<file path="src/rtl/fetch_pkg.sv">
// Shared types and constants for the instruction fetch controller.
package fetch_pkg;

    localparam int ADDR_W = 32;

    localparam logic [ADDR_W-1:0] RESET_PC_DEFAULT  = 32'h0000_0000;
    localparam logic [ADDR_W-1:0] NOP_INSTR_DEFAULT = 32'h0000_0013;

    typedef enum logic [1:0] {
        ST_IDLE  = 2'd0,
        ST_REQ   = 2'd1,
        ST_HOLD  = 2'd2,
        ST_DRAIN = 2'd3
    } fetch_state_e;

    // Instruction addresses are always word aligned.
    function automatic logic [ADDR_W-1:0] word_align(input logic [ADDR_W-1:0] addr);
        return {addr[ADDR_W-1:2], 2'b00};
    endfunction

endpackage

</file>
<file path="src/rtl/fetch_ctrl_adder.sv">
// Plain modulo-2^W adder used for the sequential PC increment.
module fetch_ctrl_adder #(
    parameter int W = 32
) (
    input  logic [W-1:0] a,
    input  logic [W-1:0] b,
    output logic [W-1:0] sum
);

    assign sum = a + b;

endmodule

</file>
<file path="src/rtl/fetch_ctrl.sv">
// Instruction fetch controller: issues word fetches, registers returned
// instructions, and handles stalls and branch redirects with response drain.
module fetch_ctrl
    import fetch_pkg::*;
#(
    parameter logic [ADDR_W-1:0] RESET_PC  = RESET_PC_DEFAULT,
    parameter logic [ADDR_W-1:0] NOP_INSTR = NOP_INSTR_DEFAULT
) (
    input  logic              clk,
    input  logic              reset,
    output logic              imem_req,
    output logic [ADDR_W-1:0] imem_addr,
    input  logic              imem_ack,
    input  logic [ADDR_W-1:0] imem_rdata,
    input  logic              stall_IF,
    input  logic              PCSrc,
    input  logic [ADDR_W-1:0] PC_Branch,
    output logic [ADDR_W-1:0] PC_IF,
    output logic [ADDR_W-1:0] INSTRUCTION_IF,
    output logic              instr_valid
);

    localparam logic [ADDR_W-1:0] RESET_ADDR = word_align(RESET_PC);

    fetch_state_e      state_reg, state_next;
    logic [ADDR_W-1:0] addr_reg, addr_next;
    logic [ADDR_W-1:0] target_reg, target_next;
    logic [ADDR_W-1:0] pc_reg, pc_next;
    logic [ADDR_W-1:0] instr_reg, instr_next;
    logic              valid_reg, valid_next;

    logic [ADDR_W-1:0] addr_plus4;
    logic [ADDR_W-1:0] branch_tgt;
    logic              ack_live;

    fetch_ctrl_adder #(.W(ADDR_W)) u_pc_adder (
        .a   (addr_reg),
        .b   (ADDR_W'(4)),
        .sum (addr_plus4)
    );

    assign branch_tgt = word_align(PC_Branch);
    // An ack only means something while a request is on the bus.
    assign ack_live   = imem_ack && imem_req;

    always_ff @(posedge clk or negedge reset) begin
        if (!reset) begin
            state_reg <= ST_IDLE;
        end else begin
            state_reg <= state_next;
        end
    end

    always_comb begin
        state_next = state_reg;
        case (state_reg)
            ST_IDLE:  state_next = ST_REQ;
            ST_REQ: begin
                if (PCSrc)
                    state_next = ack_live ? ST_REQ : ST_DRAIN;
                else if (ack_live)
                    state_next = stall_IF ? ST_HOLD : ST_REQ;
            end
            ST_HOLD: begin
                if (PCSrc || !stall_IF)
                    state_next = ST_REQ;
            end
            ST_DRAIN: begin
                if (ack_live)
                    state_next = ST_REQ;
            end
            default:  state_next = ST_IDLE;
        endcase
    end

    always_comb begin
        imem_req    = (state_reg == ST_REQ) || (state_reg == ST_DRAIN);
        addr_next   = addr_reg;
        pc_next     = pc_reg;
        instr_next  = instr_reg;
        valid_next  = valid_reg;
        target_next = PCSrc ? branch_tgt : target_reg;

        // A redirect flushes the IF outputs regardless of stall.
        if (PCSrc) begin
            valid_next = 1'b0;
            instr_next = NOP_INSTR;
        end

        case (state_reg)
            ST_IDLE, ST_HOLD: begin
                if (PCSrc)
                    addr_next = branch_tgt;
            end
            ST_REQ: begin
                if (PCSrc) begin
                    if (ack_live)
                        addr_next = branch_tgt;
                end else if (ack_live) begin
                    pc_next    = addr_reg;
                    instr_next = imem_rdata;
                    valid_next = 1'b1;
                    addr_next  = addr_plus4;
                end
            end
            ST_DRAIN: begin
                // The newest redirect wins even if it lands with the drained ack.
                if (ack_live)
                    addr_next = PCSrc ? branch_tgt : target_reg;
            end
            default: ;
        endcase
    end

    always_ff @(posedge clk or negedge reset) begin
        if (!reset) begin
            addr_reg   <= RESET_ADDR;
            target_reg <= '0;
            pc_reg     <= RESET_PC;
            instr_reg  <= NOP_INSTR;
            valid_reg  <= 1'b0;
        end else begin
            addr_reg   <= addr_next;
            target_reg <= target_next;
            pc_reg     <= pc_next;
            instr_reg  <= instr_next;
            valid_reg  <= valid_next;
        end
    end

    assign imem_addr      = addr_reg;
    assign PC_IF          = pc_reg;
    assign INSTRUCTION_IF = instr_reg;
    assign instr_valid    = valid_reg;

endmodule

</file>
<file path="config.mk">
export PLATFORM = sky130hd
export DESIGN_NAME = fetch_ctrl
export DESIGN_NICKNAME = d
export VERILOG_FILES = /design/src/rtl/fetch_pkg.sv /design/src/rtl/fetch_ctrl_adder.sv /design/src/rtl/fetch_ctrl.sv
export SDC_FILE = /design/constraint.sdc
export NUM_CORES = 1
export LEC_CHECK = 0
export BUFFER_PORTS_ARGS = -buffer_cell sky130_fd_sc_hd__buf_2
export CAP_MARGIN = 20
export CORE_UTILIZATION = 35
export CTS_CLUSTER_SIZE = 16
export DETAILED_ROUTE_END_ITERATION = 12
export SKIP_CTS_REPAIR_TIMING = 1
export SLEW_MARGIN = 20
export SYNTH_ARGS = -nofsm -noshare
export SYNTH_HDL_FRONTEND = slang
export SYNTH_SLANG_ARGS = --single-unit
</file>
<file path="constraint.sdc">
create_clock -name clk -period 3.9 [get_ports clk]
set_clock_uncertainty 0.2 [all_clocks]
set_input_delay 0.195 -clock clk [delete_from_list [all_inputs] [get_ports clk]]
set_output_delay 0.195 -clock clk [all_outputs]
set_load 0.1 [all_outputs]
</file>
==> impl_metrics.json, run 1 <==
{
  "status": "completed",
  "finalWorstPathRequiredPeriod_ns": 2.93,
  "detailedPlacementHpwl_um": 11600,
  "worst_hold_path_type": "in2reg",
  "crit_path_max_fanout": 36,
  "unrepaired_setup_endpoints_after_global_routing": "no",
  "post_synth_most_frequent_cells": "sky130_fd_sc_hd__dfrtp_1 (128), sky130_fd_sc_hd__nand2_1 (80), sky130_fd_sc_hd__mux2_2 (56)",
  "floorplan.die.width_um": 135,
  "max-cap-violations": 0,
  "power_frac_comb_pct": 41.1,
  "share_seq_of_total_power_pct": 29.8,
  "finalWeightedCongestion": 0.795,
  "synth_area_leader_cell": "sky130_fd_sc_hd__dfrtp_1",
  "synth_compound_gate_area_share_pct": 18.4,
  "crit_arrival_ns": 3.02,
  "worst_skew_pair.late_latency_ns": 0.41,
  "via_count_of_the_first_global_routing_pass": 5094,
  "fillers": 1596,
  "buffers_and_inverters_on_the_worst_path": 0,
  "drive_gt1_share_pct": 35.0,
  "cts-htree-levels": 4,
  "most_instantiated_library_cell_after_synthesis": "sky130_fd_sc_hd__dfrtp_1",
  "area_growth_from_synthesis_to_layout_pct": 37.1,
  "via_count": 5365,
  "ant_nets": 0,
  "cts_inserted_buffers": 17,
  "cell_family_contributing_the_most_delay_on_the_critical_path": "simple AND/OR/NAND/NOR gates",
  "synth_top_area_share_pct": 51.9,
  "place_worst_setup_slack_ns": 0.972,
  "wl_um": 17700,
  "worstMarginPinSlew_ns": 0.984,
  "cp_cell_sequence": "nand2_1 > o21ai_1 > nand2_2 > mux2_2",
  "cts_buffer_depth": 2,
  "timing.fmax_mhz": 342,
  "power_per_cell_area_mw_per_mm2": 732,
  "global_route.usage.total_pct": 19.3,
  "synth.yosys.warnings": 0,
  "die_ar_mm2": 0.0182,
  "drt_pass1_iterations": 5,
  "max_stage_delay_ns": 0.81,
  "p_switching_uw": 2870,
  "initial_utilization_pct": 35.8,
  "global_route_wire_length_before_repair_um": 27100,
  "die_height_um": 135,
  "count_of_nets_after_finishing": 862,
  "timing.final.setup_violations": 0,
  "worst_setup_sp_type": "register",
  "crit_required_ns": 3.99,
  "final_min_period_over_clock_period_pct": 75.1,
  "per_instance_average_area_after_synthesis_um2": 10.7,
  "timing_worst_setup_path_type": "reg2reg",
  "synth.lib_cells_used.distinct": 62,
  "total_negative_setup_slacks_ns": 0,
  "fraction_of_synthesis_flops_using_an_asynchronous_set_or_reset_pin_pct": 100,
  "synth.mux.area_fraction_pct": 10.7,
  "dominant_cells_by_area_after_synthesis": "sky130_fd_sc_hd__dfrtp_1 (52%), sky130_fd_sc_hd__mux2_2 (10%), sky130_fd_sc_hd__nand2_1 (4.9%), sky130_fd_sc_hd__a22o_1 (3.4%), sky130_fd_sc_hd__a21oi_1 (3.1%)",
  "drc": 0,
  "final_setup_slack_of_the_worst_path_ns": 0.973,
  "synth-edff-count": 0,
  "clkTransAtPathRegs_ns": 0.06,
  "seq_area_frac_synth_pct": 53.2,
  "p_leak_uw": 0.00392,
  "adder_cell_share_of_the_synthesized_area_pct": 0.203,
  "hold_viol": 0,
  "endpoint_kind": "register",
  "synth_area_mm2": 0.00617,
  "floorplan.io_pins": 167,
  "design.core.area_mm2": 0.0172,
  "pin_count_of_the_biggest_net_entering_global_routing": 106,
  "antenna_cells": 0,
  "synthXorXnorAreaFrac_pct": 0.710,
  "internal_power_uw": 3320,
  "antenna_found_initial": 0,
  "share_clk_of_total_power_pct": 29.1,
  "ir_drop_uv": 515,
  "syn_nets": 648,
  "detail_route.wl_per_cell_um": 17.2,
  "clock_sink_count": 131,
  "switching_share_pct": 46.4,
  "fp_rows": 48,
  "max-slew-margin-rel_pct": 34.4,
  "cts_tree": "yes",
  "synth_top_family_by_area": "compound AO/OA/AOI/OAI gates",
  "post_dr_vias_cell": 5.21,
  "buffer_ports.inserted": 164,
  "cts.root.buffer_cell": "sky130_fd_sc_hd__clkbuf_16",
  "yosys.area_share.simple_pct": 13.0,
  "synth_flop_cell": "sky130_fd_sc_hd__dfrtp_1",
  "critPathSlowestCell": "sky130_fd_sc_hd__dfrtp_1",
  "post_synth_inst_count": 578,
  "max_slew_violation_count": 0,
  "synth-seq-cells": 131,
  "overflow": 0,
  "first_iter_violations": 271
}
[kinds of logic after synthesis]
family                     Yosys count
DFF                                131
xor gates and xnor gates             5
adders and majority gates            1
AOI/OAI and AO/OA                  166
muxes                               59
and+or+nand+nor                    164
buffers and inverters               52
[power by group through the flow]
stage	clock network, uW	logic [uW]	registers (uW)
2_1_floorplan	0	485	3410
3_3_place_gp	0	2480	1850
6_report	1800	2550	1850
4_1_cts	1840	2510	1850
3_5_place_dp	0	2500	1870
5_1_grt	1900	2650	1890
[routing by layer]
layer | routed length, um | global-route usage (%) | vias up
li1 | - | - | 2522
met1 | 8090 | 26.2 | 2664
met2 | 8640 | 30.7 | 162
met3 | 737 | 3.87 | 17
met4 | 214 | 6.68 | 0
met5 | 0 | 0 | -
[worst paths after layout]
path / startpoint / endpoint / slack [ns] / cells past startpoint
worst max-delay path: state_reg[0] / PC_IF[7] / 0.97 / 4
worst min-delay path: imem_ack / imem_addr[1] / 0.15 / 3
worst max register to register: state_reg[0] / PC_IF[7] / 0.97 / 4
worst min register to register: PC_IF[26] / PC_IF[26] / 0.28 / 2
max in group asynchronous: reset / INSTRUCTION_IF[1] / 2.20 / 3
min in group asynchronous: reset / target_reg[16] / 0.30 / 2
[worst register-to-register path, stage by stage, from the launching register on]
cell and delay [ns]:
sky130_fd_sc_hd__dfrtp_1 0.81, sky130_fd_sc_hd__nand2_1 0.49, sky130_fd_sc_hd__o21ai_1 0.28, sky130_fd_sc_hd__nand2_2 0.54, sky130_fd_sc_hd__mux2_2 0.49
[cell type report]
type / instances / area [um2] / share of cell area (%)
Clock buffer: 24 / 502 / 5.93
Clock inverter: 8 / 170 / 2.01
Inverter: 12 / 45.0 / 0.532
Multi-Input combinational cell: 395 / 2660 / 31.4
Sequential cell: 131 / 3280 / 38.8
Tap cell: 225 / 282 / 3.33
Timing Repair Buffer: 235 / 1520 / 18.0
[cell usage in the layout (no fill, tap or decap), types with 5 or more instances in the layout]
cell type / n
sky130_fd_sc_hd__nor2b_1: 6
sky130_fd_sc_hd__bufinv_16: 5
sky130_fd_sc_hd__inv_1: 12
sky130_fd_sc_hd__a22o_1: 24
sky130_fd_sc_hd__nand3_1: 11
sky130_fd_sc_hd__o21a_1: 9
sky130_fd_sc_hd__and2_1: 5
sky130_fd_sc_hd__buf_2: 163
sky130_fd_sc_hd__mux2_2: 56
sky130_fd_sc_hd__nand2_1: 80
sky130_fd_sc_hd__clkbuf_16: 17
sky130_fd_sc_hd__and3_1: 8
sky130_fd_sc_hd__clkbuf_8: 5
sky130_fd_sc_hd__buf_4: 7
sky130_fd_sc_hd__nand4_1: 6
sky130_fd_sc_hd__nor2_1: 24
sky130_fd_sc_hd__a2bb2oi_1: 10
sky130_fd_sc_hd__o21ai_0: 38
sky130_fd_sc_hd__dlygate4sd3_1: 64
sky130_fd_sc_hd__o22ai_1: 12
sky130_fd_sc_hd__dfrtp_1: 128
sky130_fd_sc_hd__a21oi_1: 38
[stage by stage]
stage | hold WS, ns | instances | power [uW] | area (um2) | util, %
after floorplan | -0.301 | 578 | 3900 | 6170 | -
after global placement | 0.185 | 934 | 4330 | 7150 | 41.5
after detailed placement | 0.203 | 934 | 4370 | 7150 | 41.5
after CTS | -0.243 | 966 | 6190 | 7820 | 45.4
after global routing | 0.164 | 1030 | 6440 | 8460 | 49.1
final | 0.148 | 1030 | 6200 | 8460 | 49.1
Note: power is estimated with default switching activity, not from simulation.
==> run 2: changes to the inputs <==
==> constraint.sdc (replaced) <==
create_clock -name clk -period 3 [get_ports clk]
set_clock_uncertainty 0.2 [all_clocks]
set_input_delay 0.15 -clock clk [delete_from_list [all_inputs] [get_ports clk]]
set_output_delay 0.15 -clock clk [all_outputs]
set_load 0.1 [all_outputs]
==> impl_metrics.json, run 2 (same netlist as run 1, synthesis figures left out) <==
{
  "mostFrequentLayoutCells": "sky130_fd_sc_hd__buf_2 (163), sky130_fd_sc_hd__dfrtp_1 (128), sky130_fd_sc_hd__nand2_1 (80)",
  "crit_path_max_fanout": 7,
  "wl_um": 18000,
  "drt_pass1_iterations": 4,
  "clock_sink_count": 131,
  "max-slew-margin-rel_pct": 51.3,
  "detailedPlacementHpwl_um": 12200,
  "status": "completed",
  "die_ar_mm2": 0.0182,
  "timing.final.setup_violations": 0,
  "via_count": 5407,
  "cts_inserted_buffers": 17,
  "timing.fmax_mhz": 410,
  "hold_viol": 0,
  "design_power_total_uw": 7700,
  "max_stage_delay_ns": 0.50,
  "area_growth_from_synthesis_to_layout_pct": 36.9,
  "worst_setup_sp_type": "register",
  "place_worst_setup_slack_ns": 0.563,
  "ant_nets": 0,
  "timing_worst_setup_path_type": "reg2reg",
  "detail_route.wl_per_cell_um": 17.3,
  "total_negative_setup_slacks_ns": 0,
  "finalNonFillerCells": 1040,
  "crit_arrival_ns": 2.53,
  "cts_buffer_depth": 2,
  "worstMarginPinSlew_ns": 0.730,
  "ir_drop_uv": 743,
  "reg2reg_to": "imem_addr[24]",
  "numPlacedInstances": 945,
  "max_slew_violation_count": 0,
  "unrepaired_setup_endpoints_after_global_routing": "no",
  "final_min_period_over_clock_period_pct": 81.2,
  "cp_cell_sequence": "ha_1 > nand4_2 > nor3_2 > and2_1 > a41o_1 > o2bb2a_1",
  "max-cap-violations": 0,
  "drive_gt1_share_pct": 35.7,
  "cts_tree": "yes",
  "global_route_wire_length_before_repair_um": 27300,
  "finalCoreUtilization_pct": 49.0,
  "pin_count_of_the_biggest_net_entering_global_routing": 69,
  "via_count_of_the_first_global_routing_pass": 5144,
  "die_height_um": 135,
  "antenna_found_initial": 0,
  "r2r_setup_slack_ns": 0.56,
  "clkTransAtPathRegs_ns": 0.06,
  "cts.root.buffer_cell": "sky130_fd_sc_hd__clkbuf_16",
  "endpoint_kind": "register",
  "floorplan.die.width_um": 135,
  "post_dr_vias_cell": 5.20,
  "power_per_cell_area_mw_per_mm2": 912,
  "crit_required_ns": 3.09,
  "initial_utilization_pct": 35.8,
  "design.core.area_mm2": 0.0172,
  "beginning_of_the_worst_register_to_register_path": "imem_addr[2]",
  "count_of_nets_after_finishing": 873,
  "worst_skew_pair.late_latency_ns": 0.41,
  "first_iter_violations": 353,
  "final_setup_slack_of_the_worst_path_ns": 0.563,
  "fp_rows": 48,
  "drc": 0,
  "p_leak_uw": 0.00392,
  "buffer_ports.inserted": 164,
  "crit_start": "imem_addr[2]",
  "r2r_cells": 6,
  "overflow": 0,
  "crit_end": "imem_addr[24]",
  "finalWeightedCongestion": 0.787,
  "cts-htree-levels": 4,
  "floorplan.io_pins": 167,
  "layout.cells.most_common": "sky130_fd_sc_hd__buf_2",
  "global_route.usage.total_pct": 19.6,
  "critPathSlowestCell": "sky130_fd_sc_hd__dfrtp_1",
  "finalWorstPathRequiredPeriod_ns": 2.44,
  "antenna_cells": 0,
  "worst_hold_path_type": "in2reg"
}
-- run 2: cell count changes in the layout (fill, tap and decap cells not counted) --
cell                        previous run  this run
sky130_fd_sc_hd__buf_4                 7        16
sky130_fd_sc_hd__clkbuf_8              5         0
sky130_fd_sc_hd__clkinv_2              1         6
sky130_fd_sc_hd__bufinv_16             5         2
sky130_fd_sc_hd__buf_12                0         2
sky130_fd_sc_hd__clkbuf_1              2         3
sky130_fd_sc_hd__clkinv_4              0         1
-- run 2: layout make-up --
class | count | area, um2
Sequential cell | 131 | 3280
Multi-Input combinational cell | 395 | 2660
Clock inverter | 11 | 114
Clock buffer | 20 | 437
Inverter | 12 | 45.0
Fill cell | 1580 | 8790
Tap cell | 225 | 282
Timing Repair Buffer | 246 | 1630
-- run 2: critical path, delay by kind of cell (launching register included) --
| kind | cells | cell delay, ns |
|---|---|---|
| AND/OR/NAND/NOR | 3 | 0.92 |
| flip-flops | 1 | 0.50 |
| AO/OA/AOI/OAI | 2 | 0.41 |
| adder cells (fa/ha/maj) | 1 | 0.28 |
-- run 2: report_power, final --
part / internal, uW / switching [uW] / total, uW / leakage, uW
sequential: 2100 / 303 / 2400 / 0.00159
clock: 1210 / 749 / 1960 / 0.000269
combinational: 656 / 2690 / 3350 / 0.00207
-- run 2: through the flow --
| stage | area, um2 | hold slack (ns) |
|---|---|---|
| after floorplan | 6170 | -0.346 |
| final | 8450 | 0.111 |
| after global routing | 8450 | 0.141 |
| after global placement | 7260 | -0.00174 |
| after CTS | 7810 | -0.432 |
| after detailed placement | 7260 | 0.0201 |
-- run 2: routing by layer --
metal,part of all wire [%],global-route usage (%),wire (um)
met1,44,25.9,7940
met4,1.5,6.62,265
met2,49,32.0,8820
met3,5.3,4.32,955
met5,0,0,0
-- run 2: worst min-delay path by stage --
stage / from / cells past startpoint / slack (ns) / to
finish: imem_ack / 3 / 0.11 / imem_addr[1]
global route: imem_ack / 3 / 0.14 / imem_addr[1]
CTS: reset / 1 / -0.43 / target_reg[28]
detailed placement: reset / 1 / 0.02 / target_reg[16]
global placement: reset / 1 / -0.002 / PC_IF[9]
floorplan: reset / 0 / -0.35 / INSTRUCTION_IF[10]
